<file path="src/rtl/nfa_class_seq_engine.sv">
// Character-class sequence matcher: up to DEPTH positions, each a runtime-loaded
// table of RANGES inclusive byte ranges, evaluated one byte per enabled cycle.
module nfa_class_seq_engine #(
    parameter int unsigned DEPTH  = 4,
    parameter int unsigned RANGES = 3,
    parameter int unsigned CNT_W  = 16
) (
    input  logic                                         clk,
    input  logic                                         sod,
    input  logic                                         en,
    input  logic [7:0]                                   char,
    input  logic                                         cfg_we,
    input  logic [((DEPTH > 1) ? $clog2(DEPTH) : 1)-1:0]   cfg_pos,
    input  logic [((RANGES > 1) ? $clog2(RANGES) : 1)-1:0] cfg_rng,
    input  logic [7:0]                                   cfg_lo,
    input  logic [7:0]                                   cfg_hi,
    input  logic [$clog2(DEPTH):0]                       cfg_len,
    input  logic                                         mode_sticky,
    input  logic                                         mode_anchor,
    input  logic                                         mode_nocase,
    output logic                                         out,
    output logic [CNT_W-1:0]                             match_count,
    output logic [CNT_W-1:0]                             match_end_pos,
    output logic                                         first_seen
);

    localparam int unsigned LW = $clog2(DEPTH) + 1;

    logic [7:0]       lo_q [DEPTH][RANGES];
    logic [7:0]       hi_q [DEPTH][RANGES];
    logic [DEPTH-1:0] s_q, s_d, cls;
    logic             prev_nl_q, start, is_letter, hit_sel, hit;
    logic [7:0]       alt_c;
    logic [LW-1:0]    len_eff;
    logic [CNT_W-1:0] byte_off_q, count_q, end_pos_q;
    logic             out_q, seen_q;

    // Range table has no reset and is untouched by sod.
    always_ff @(posedge clk) begin
        if (cfg_we && (32'(cfg_pos) < DEPTH) && (32'(cfg_rng) < RANGES)) begin
            lo_q[cfg_pos][cfg_rng] <= cfg_lo;
            hi_q[cfg_pos][cfg_rng] <= cfg_hi;
        end
    end

    always_comb begin
        is_letter = ((char >= 8'h41) && (char <= 8'h5A)) ||
                    ((char >= 8'h61) && (char <= 8'h7A));
        alt_c     = char ^ 8'h20;
        cls       = '0;
        for (int unsigned i = 0; i < DEPTH; i++) begin
            for (int unsigned r = 0; r < RANGES; r++) begin
                if ((lo_q[i][r] <= char) && (char <= hi_q[i][r]))
                    cls[i] = 1'b1;
                if (mode_nocase && is_letter &&
                    (lo_q[i][r] <= alt_c) && (alt_c <= hi_q[i][r]))
                    cls[i] = 1'b1;
            end
        end
    end

    // s_d[L-1] is exactly the "pattern of length L completes on this byte" term.
    always_comb begin
        start = mode_anchor ? prev_nl_q : 1'b1;
        s_d   = '0;
        for (int unsigned i = 0; i < DEPTH; i++) begin
            if (i == 0) s_d[i] = start & cls[i];
            else        s_d[i] = s_q[i-1] & cls[i];
        end

        if (cfg_len == '0)                len_eff = LW'(1);
        else if (cfg_len > LW'(DEPTH))    len_eff = LW'(DEPTH);
        else                              len_eff = cfg_len;

        hit_sel = 1'b0;
        for (int unsigned i = 0; i < DEPTH; i++) begin
            if (32'(len_eff) == i + 1) hit_sel = s_d[i];
        end
        hit = en & hit_sel;
    end

    always_ff @(posedge clk) begin
        if (sod) begin
            s_q        <= '0;
            prev_nl_q  <= 1'b1;
            byte_off_q <= '0;
            out_q      <= 1'b0;
            count_q    <= '0;
            end_pos_q  <= '0;
            seen_q     <= 1'b0;
        end else begin
            if (en) begin
                s_q       <= s_d;
                prev_nl_q <= (char == 8'h0A);
                if (byte_off_q != '1) byte_off_q <= byte_off_q + CNT_W'(1);
            end
            out_q <= mode_sticky ? (out_q | hit) : hit;
            if (hit) begin
                if (count_q != '1) count_q <= count_q + CNT_W'(1);
                if (!seen_q) begin
                    end_pos_q <= byte_off_q;
                    seen_q    <= 1'b1;
                end
            end
        end
    end

    assign out           = out_q;
    assign match_count   = count_q;
    assign match_end_pos = end_pos_q;
    assign first_seen    = seen_q;

endmodule

</file>
<file path="config.mk">
export PLATFORM = sky130hd
export DESIGN_NAME = nfa_class_seq_engine
export DESIGN_NICKNAME = d
export VERILOG_FILES = /design/src/rtl/nfa_class_seq_engine.sv
export SDC_FILE = /design/constraint.sdc
export NUM_CORES = 1
export LEC_CHECK = 0
export CAP_MARGIN = 40
export CORE_MARGIN = 2
export CORE_UTILIZATION = 30
export CTS_CLUSTER_SIZE = 10
export DETAILED_ROUTE_END_ITERATION = 8
export PLACE_DENSITY_LB_ADDON = 0.25
export SYNTH_ARGS = -nofsm -noshare
export SYNTH_HDL_FRONTEND = slang
export SYNTH_SLANG_ARGS = --single-unit
</file>
<file path="constraint.sdc">
create_clock -name clk -period 6.35 [get_ports clk]
set_input_delay 0.9525 -clock clk [delete_from_list [all_inputs] [get_ports clk]]
set_output_delay 0.9525 -clock clk [all_outputs]
set_load 0.03 [all_outputs]
</file>
Word-level counts from Yosys, hierarchy flattened
Memories as Yosys holds them, arrays and structs flattened.
Index checks and enable logic that the tools add are counted.
{ "classes": {"add_sub_neg": 2, "n_mul": 0, "n_div": 0, "order_cmp": 56, "eq_ne": 7, "n_shift": 0, "muxes": 36, "n_bitwise": 9, "reduce_logical": 46} }
{ "ops": {"columns": ["op", "n"], "rows": [
  ["$le A8 B8 Y1", 48],
  ["$logic_and A1 B1 Y1", 41],
  ["$add A16 B1 Y16 const B", 2],
  ["$ne A16 B16 Y1 const B", 2],
  ["$mux W1", 31],
  ["$mux W24", 1],
  ["$demux W8 S2", 1],
  ["$ge A8 B7 Y1 const B", 2],
  ["$le A8 B7 Y1 const B", 2],
  ["$eq A8 B4 Y1 const B", 1],
  ["$mux W8", 1],
  ["$eq A3 B2 Y1 const B", 2],
  ["$mux W3", 2],
  ["$reduce_and A2 Y1", 3],
  ["$and A1 B1 Y1", 5],
  ["$eq A3 B1 Y1 const B", 1],
  ["$eq A3 B3 Y1 const B", 1],
  ["$ge A3 B3 Y1 const B", 1],
  ["$gt A3 B3 Y1 const B", 1],
  ["$logic_not A3 Y1", 1],
  ["$lt A3 B1 Y1 const B", 1],
  ["$not A2 Y3", 1],
  ["$lt A2 B2 Y1 const B", 1],
  ["$not A1 Y1", 2],
  ["2 further kinds", 2]
]} }
{ "totals": {"ff_bits": 54, "latch_bits": 0, "ram_bits": 192, "mem_bits_ro": 0, "input_bits": 38, "elab_cells": 165, "mem_count": 2} }
{ "memory_table": {"columns": ["name", "words", "width", "rd", "rd_clocked_by_memory_dff", "write_ports", "line_no", "source"], "rows": [
  ["hi_q", 4, 24, 4, 0, 1, "30", "logic [7:0] hi_q [DEPTH][RANGES];"],
  ["lo_q", 4, 24, 4, 0, 1, "29", "logic [7:0] lo_q [DEPTH][RANGES];"]
]} }

Depth between registers and ports, before layout
Gate-level depths: netlist of run 1.
{ "logic_depth": {"ltp_word": 19, "ltp_mapped": 14} }

Worst setup path after synthesis of run 1
OpenSTA, ideal clock, no wires.
{ "synth_timing": {"path_type": "input to register", "start": "input char[5]", "end": "register count_q[5] (netlist: match_count[5])", "arrival_time_ns": 3.813, "slack_ns": 2.413, "stages": 14, "cell_sequence": "inv_1 ha_1 nor2b_1 o21bai_1 a21oi_1 a221oi_1 a22oi_1 a21oi_1 a311oi_1 and2_1 clkbuf_1 clkbuf_1 nor3_1 mux2_1"} }
{ "synth_between": {"elab_chain_cells": 18, "word_cells_on_any_way": 127, "classes_between": "order compare (52); mux (28); bitwise (6); reduce/logical (41)"} }
{ "synth_rtl": {"columns": ["element", "line_no", "source"], "rows": [
  ["start: declaration", "11", "input logic [7:0] char,"],
  ["$ge A8 B7 Y1, or another cell as far along", "47", "is_letter = ((char >= 8'h41) && (char <= 8'h5A)) ||"],
  ["$logic_and A1 B1 Y1, on equally long branches", "47, 48", null],
  ["$logic_or A1 B1 Y1", "47", null],
  ["$logic_and A1 B1 Y1 (2 in a row)", "55", "if (mode_nocase && is_letter &&"],
  ["$logic_and A1 B1 Y1", "56", "(lo_q[i][r] <= alt_c) && (alt_c <= hi_q[i][r]))"],
  ["$mux W1", "55", null],
  ["$mux W1", "53", "if ((lo_q[i][r] <= char) && (char <= hi_q[i][r]))"],
  ["$mux W1", "55", null],
  ["$mux W1", "53", null],
  ["$mux W1", "55", null],
  ["$and A1 B1 Y1", "67", "if (i == 0) s_d[i] = start & cls[i];"],
  ["$mux W1 (3 in a row)", "77", "if (32'(len_eff) == i + 1) hit_sel = s_d[i];"],
  ["$mux W1 *", "77", null],
  ["$and A1 B1 Y1 *", "79", "hit = en & hit_sel;"],
  ["$reduce_and A2 Y1 (no source line) *", null, null],
  ["end signal: assignment", "99", "if (count_q != '1) count_q <= count_q + CNT_W'(1);"],
  ["end: declaration", "35", "logic [CNT_W-1:0] byte_off_q, count_q, end_pos_q;"]
]} }
Every way passes the cells marked *; elsewhere a longest branch is shown, timed or not.
A chain may end at the register's enable or synchronous reset.

Final worst setup path of run 1
{ "layout_timing": {"start": "input char[2]", "end": "register end_pos_q[14] (netlist: match_end_pos[14])"} }
{ "layout_between": {"elab_chain_cells": 18, "word_cells_on_any_way": 126, "classes_between": "order compare (52); mux (28); bitwise (5); reduce/logical (41)"} }
{ "layout_rtl": {"columns": ["element", "line_no", "source"], "rows": [
  ["$ge A8 B7 Y1, or another cell as far along", "47", null],
  ["$logic_and A1 B1 Y1, on equally long branches", "47, 48", null],
  ["$logic_or A1 B1 Y1", "47", null],
  ["$logic_and A1 B1 Y1 (2 in a row)", "55", null],
  ["$logic_and A1 B1 Y1", "56", null],
  ["$mux W1", "55", null],
  ["$mux W1", "53", null],
  ["$mux W1", "55", null],
  ["$mux W1", "53", null],
  ["$mux W1", "55", null],
  ["$and A1 B1 Y1", "67", null],
  ["$mux W1 (3 in a row)", "77", null],
  ["$mux W1 *", "77", null],
  ["$and A1 B1 Y1 *", "79", null],
  ["$reduce_and A2 Y1 (no source line) *", null, null],
  ["end signal: assignment", "101", "end_pos_q <= byte_off_q;"],
  ["end: declaration", "35", null]
]} }
Marks and branches as above.

==> results of run 1 <==
[power by group]
group / total, W / switching (W) / internal [W]
Sequential: 0.00178 / 0.0000135 / 0.00177
Combinational: 0.000443 / 0.000286 / 0.000157
Clock: 0.00156 / 0.000656 / 0.000901
[cell usage in the layout, fill, tap and decap left out, drive strengths merged, types with 17 or more instances in the layout]
cell	synthesis	routed
inv	137	137
nor3	25	25
ha	218	218
nor2	59	59
buf	4	30
clkdlybuf4s50	0	71
edfxtp	192	192
nor2b	30	30
clkbuf	18	43
nand2	67	67
o21ai	68	68
dfxtp	54	54
a31o	17	17
nand3	32	32
nand4	53	53
a21oi	146	146
[final cells by class]
cell class	count	area share
clock inverter	6	0.00150
timing repair buffer	101	0.0572
inverter	138	0.0310
sequential	246	0.410
multi-input combinational	908	0.405
clock buffer	43	0.0503
tap	607	0.0455
[path summary, 6_finish.rpt]
path	start	end	slack, ns
setup reg to reg	hi_q[0][18]$_DFFE_PP_	match_end_pos[14]$_SDFFE_PP0P_	2.59
hold / removal	out$_SDFF_PP0_	out$_SDFF_PP0_	0.47
hold reg to reg	out$_SDFF_PP0_	out$_SDFF_PP0_	0.47
setup / recovery	char[2]	match_end_pos[14]$_SDFFE_PP0P_	1.56
[worst max-delay path: stages]
cell	delay, ns
clkdlybuf4s50_1	0.46
buf_4	0.27
inv_1	0.39
ha_1	0.46
nand4_1	0.13
o32ai_1	0.51
a32oi_1	0.14
a21oi_1	0.38
o21ai_0	0.22
and2_1	0.20
buf_4	0.23
nor3_2	0.50
buf_4	0.26
a31o_2	0.16
[per-layer routing]
metal,vias up,wire length (µm)
met5,-,0
met4,0,1490
met3,84,2110
met2,298,17700
met1,4993,17100
li1,5176,-
[synth_stat cells, types with 6 or more instances]
library cell / number
nand4_1: 53
nand2b_1: 16
o21bai_1: 6
a31o_2: 15
a211oi_1: 10
nor2b_1: 30
or3_1: 7
o21ai_0: 68
o211ai_1: 14
nor3_1: 24
o22ai_1: 11
nand2_1: 67
ha_1: 218
nor2_1: 59
dfxtp_1: 54
o31ai_1: 8
edfxtp_1: 192
a21oi_1: 146
nand3_1: 32
o311a_1: 16
a22oi_1: 8
nand3b_1: 11
and3_1: 12
clkbuf_1: 18
inv_1: 137
[kinds of logic after synthesis]
family | after synthesis | synth area share
flip-flops | 246 | 0.482
AND/OR/NAND/NOR | 334 | 0.123
XOR/XNOR | 8 | 0.00493
adder cells (fa/ha/maj) | 218 | 0.192
buffers and inverters | 160 | 0.0435
AO/OA/AOI/OAI | 339 | 0.147
multiplexers | 9 | 0.00704
[metrics by stage]
step	instance area, µm²	total power (W)	utilization	worst slack (ns)
2_1_floorplan	14200	0.00207	-	2.41
3_3_place_gp	15800	0.00224	0.339	0.944
3_5_place_dp	15800	0.00225	0.339	1.03
4_1_cts	16700	0.00382	0.358	1.59
5_1_grt	16700	0.00394	0.358	1.32
6_report	16700	0.00378	0.358	1.56
[sequential cells by signal, summed over array words and instances (netlist names)]
register and cells:
byte_off_q 16, first_seen 1, hi_q 96, lo_q 96
match_count 16, match_end_pos 16, out 1, prev_nl_q 1
s_q 3
==> impl_metrics.yaml, run 1 <==
synthesis:
  synth_edf_count: 192
  synth_largest_area_cell: "edfxtp_1"
  synth_top_area_share: 0.406
  syn_area_per_cell_um2: 10.8
  syn_area_um2: 14200
  async_flop_share: 0
  synth-seq-cells: 246
  yosysWarnings: 0
  synth_cells: 1314
  yosysSeqAreaShare: 0.482
  synth_flop_cell: "edfxtp_1"
  syn-num-nets: 1570
  ys_types: 62
  synth_area_leaders: "edfxtp_1, ha_1, dfxtp_1, a21oi_1, inv_1"
clocking:
  cts_made_buffers: 30
  cts.repair.resized: 0
  holdBufCountCts: 0
  clk_latency_ns: 0.57
  htree_levels: 1
  tritoncts: "yes"
  cts_setup_buffers: 0
  clock_path_buffers: 3
  cts.clk_slew.worst_paths_ns: 0.06
  clockRootBuffer: "clkbuf_16"
  cts.sinks: 246
routing:
  drt_iter0_markers: 548
  num_vias: 10600
  routed_wl_mm: 38.4
  wl_per_cell_um: 18.7
  dr.pass1.iters: 7
  via_per_inst: 5.15
  ant_nets: 0
  drc_errors: 10
hold_path:
  hp-class: "register to register"
  hold-path-cell-count: 2
finish:
  syn2layout_area_growth_pct: 17.6
  drive_above_1_share: 0.0652
  final-seq-area_um2: 6850
  num_antenna_cells: 0
  stdcell_count: 2049
  multi_input_area_um2: 6760
  fillers: 4631
  layout.nets: 1681
timing:
  max-slew-margin-rel: 0.434
  hold_slack_ns: 0.470
  maxSlewViolCount: 0
  hold_viol_final: 0
  worst_pin_slew_ns: 0.846
  fin_crit_sh: 0.754
  rsz0062_at_grt: "false"
  skew_ns: 0.0136
  clock.fmax_mhz: 209
  setup_viol: 0
  fin_crit_ns: 4.79
  tns_ns: 0
floorplanning:
  die_y_um: 222
  fp.dieArea_um2: 49100
  core_area_um2: 46700
  start_util: 0.305
  die-width_um: 222
  rows: 79
  pin_count: 72
run:
  maxCapViolations: 0
placed_design:
  globalplace.congestion: 0.821
  io_buffers: 71
  place_inst: 2000
  detailed_place_hpwl_mm: 26.3
global_route:
  grt.total_usage: 0.154
  grt_max_degree: 45
  grt_pass1_wl_mm: 58.6
  globalRouteMet3Util: 0.0269
  grt_util_met1: 0.195
  grt_pass1_vias: 10500
  grt_antenna_before_repair: 0
  grt.overflow.total: 0
  grt.met2_usage: 0.263
  busiest_layer: "met2"
setup_path:
  rr_worst_depth: 14
  end_kind: "register"
  crit_fanout: 33
  critical_path_class: "primary input to register"
  arrival_ns: 5.29
  cp-start-kind: "primary input"
  cp.required_ns: 6.85
run_status:
  status: "finished with violations"
  violations: "DRC"
power:
  ir_drop_mv: 0.198
  p_leak_nw: 6.56
  power_density_nw_per_um2: 226
No activity file was read; power rests on OpenSTA's default activity.
==> run 2, diff against run 1 <==
==> constraint.sdc (replaced) <==
create_clock -name clk -period 4.1 [get_ports clk]
set_input_delay 0.615 -clock clk [delete_from_list [all_inputs] [get_ports clk]]
set_output_delay 0.615 -clock clk [all_outputs]
set_load 0.03 [all_outputs]
==> run 2 against run 1 <==
Effect of this change: the run still ends with DRC left; design area up 6.4%; utilization increased by 2.3 points; clock-buffer cell count unchanged; flip-flop and latch count stayed put; final cell count rose by 6.1%; critical path type unchanged.
==> impl_metrics.yaml, run 2 (synthesis results as in run 1) <==
run_status:
  status: "finished with violations"
  violations: "DRC"
finish:
  reg.largest.list: "hi_q x96, lo_q x96"
  syn2layout_area_growth_pct: 25.0
  layout_commonest_cell: "ha_1"
  layout.nets: 1806
  final_cell_mix: "ha_1, edfxtp_1, a21oi_1, buf_4, inv_1"
  drive_above_1_share: 0.142
placed_design:
  detailed_place_hpwl_mm: 28.5
  globalplace.congestion: 0.837
  io_buffers: 71
  pre_cts_ws_ns: -0.421
setup_path:
  critical_path_class: "primary input to register"
  cp.required_ns: 4.55
  slowest_delay_ns: 0.58
  path_common_cell: "buf_4"
  path_delay_family: "buffers and inverters"
  end_kind: "register"
  reg2reg_from: "hi_q[0][18]$_DFFE_PP_"
  arrival_ns: 4.34
  startpoint: "char[4]"
  cp-start-kind: "primary input"
  crit_chain: "clkdlybuf4s50_1, inv_1, buf_4, buf_4, ha_1, nand3_1, nand2b_1, a21oi_1, a221oi_1, a22oi_1, a21oi_1, a311oi_1, and2_1, buf_12, nor3_2, buf_4, a31o_2"
  crit_slowest_cell: "clkdlybuf4s50_1"
  crit_buf_inv: 6
  crit_fanout: 30
global_route:
  grt_max_degree: 45
  grt.total_usage: 0.159
  grt.overflow.total: 0
  grt_pass1_wl_mm: 60.3
  grt_pass1_vias: 10700
  grt_antenna_before_repair: 0
timing:
  clock.fmax_mhz: 257
  setup_viol: 0
  maxSlewViolCount: 0
  fin_crit_sh: 0.949
  fin_ws_ns: 0.209
  worst_pin_slew_ns: 0.826
  fin_crit_ns: 3.89
  max-slew-margin-rel: 0.448
  hold_viol_final: 0
  skew_ns: 0.0281
power:
  ir_drop_mv: 0.262
  p_leak_nw: 7.22
  finalPower_w: 0.00599
  power_density_nw_per_um2: 337
clocking:
  htree_levels: 1
  cts.sinks: 246
  clock_path_buffers: 3
  tritoncts: "yes"
  cts.clk_slew.worst_paths_ns: 0.06
  clockRootBuffer: "clkbuf_16"
  cts_setup_buffers: 0
  cts.repair.resized: 0
  clk_latency_ns: 0.58
  holdBufCountCts: 0
  cts_made_buffers: 30
floorplanning:
  pin_count: 72
  die_y_um: 222
  fp.dieArea_um2: 49100
  core_area_um2: 46700
  die-width_um: 222
  start_util: 0.305
  rows: 79
routing:
  drc_errors: 20
  routed_wl_mm: 39.7
  num_vias: 11100
  via_per_inst: 5.10
  dr.pass1.iters: 7
  ant_nets: 0
  drt_iter0_markers: 717
  wl_per_cell_um: 18.2
hold_path:
  hp-class: "register to register"
  min_from: "out$_SDFF_PP0_"
run:
  maxCapViolations: 0
## run 2: changes by cell type in the layout (fill, tap and decap cells not counted), moves of 2 or more
cell,before,now
clkdlybuf4s50_1,71,69
buf_4,29,146
clkinv_1,5,3
dlymetal6s2s_1,0,2
buf_12,0,8
## run 2: area by class of cell
class	count	area, µm²
antenna	1	2.50
timing repair buffer	226	2000
fill	4599	28900
tap	607	759
sequential	246	6850
inverter	138	518
clock buffer	43	841
multi-input combinational	908	6770
clock inverter	5	33.8
## run 2: stage by stage
step	instances	TNS, ns	area [µm²]	hold WS [ns]	utilization
after floorplan	1314	0	14200	0.440	-
after global placement	2124	-12.27	16800	0.443	0.361
after detailed placement	2125	-12.71	16900	0.456	0.362
after CTS	2173	0	17800	0.465	0.380
after global routing	2173	-0.00105	17800	0.485	0.381
final	2174	0	17800	0.460	0.381
## run 2: tightest hold or removal path: stages, from the launching register on
cell and delay [ns]:
dfxtp_1 0.31, nand2_1 0.05, a21oi_1 0.06
## run 2: report_power, final
group,internal (W),switching (W)
clock,0.00140,0.00103
combinational,0.000341,0.000465
sequential,0.00274,0.0000210
## run 2: final timing paths
path         slack [ns]  depth (start not counted)                       endpoint
max reg2reg        0.65                         16  match_end_pos[9]$_SDFFE_PP0P_
max                0.21                         17  match_end_pos[9]$_SDFFE_PP0P_
min reg2reg        0.46                          2                 out$_SDFF_PP0_
min                0.46                          2                 out$_SDFF_PP0_
## run 2: layer usage
metal  share of wire  global-route usage
met3           0.052              0.0241
met1            0.44               0.203
met4           0.038              0.0545
met2            0.47               0.273
met5               0                   0
==> run 3, diff against run 2 <==
--- a/config.mk
+++ b/config.mk
@@ -11,6 +11,7 @@
 export CTS_CLUSTER_SIZE = 10
 export DETAILED_ROUTE_END_ITERATION = 8
 export PLACE_DENSITY_LB_ADDON = 0.25
+export SLEW_MARGIN = 20
 export SYNTH_ARGS = -nofsm -noshare
 export SYNTH_HDL_FRONTEND = slang
 export SYNTH_SLANG_ARGS = --single-unit
==> constraint.sdc (replaced) <==
create_clock -name clk -period 4.1 [get_ports clk]
set_input_delay 0.615 -clock clk [delete_from_list [all_inputs] [get_ports clk]]
set_output_delay 0.615 -clock clk [all_outputs]
set_load 0.05 [all_outputs]
==> results of run 3 <==
The final DEF is identical to that of run 2. Status: finished with violations: DRC.
Among the figures that moved: total power 0.00599 W -> 0.00600 W
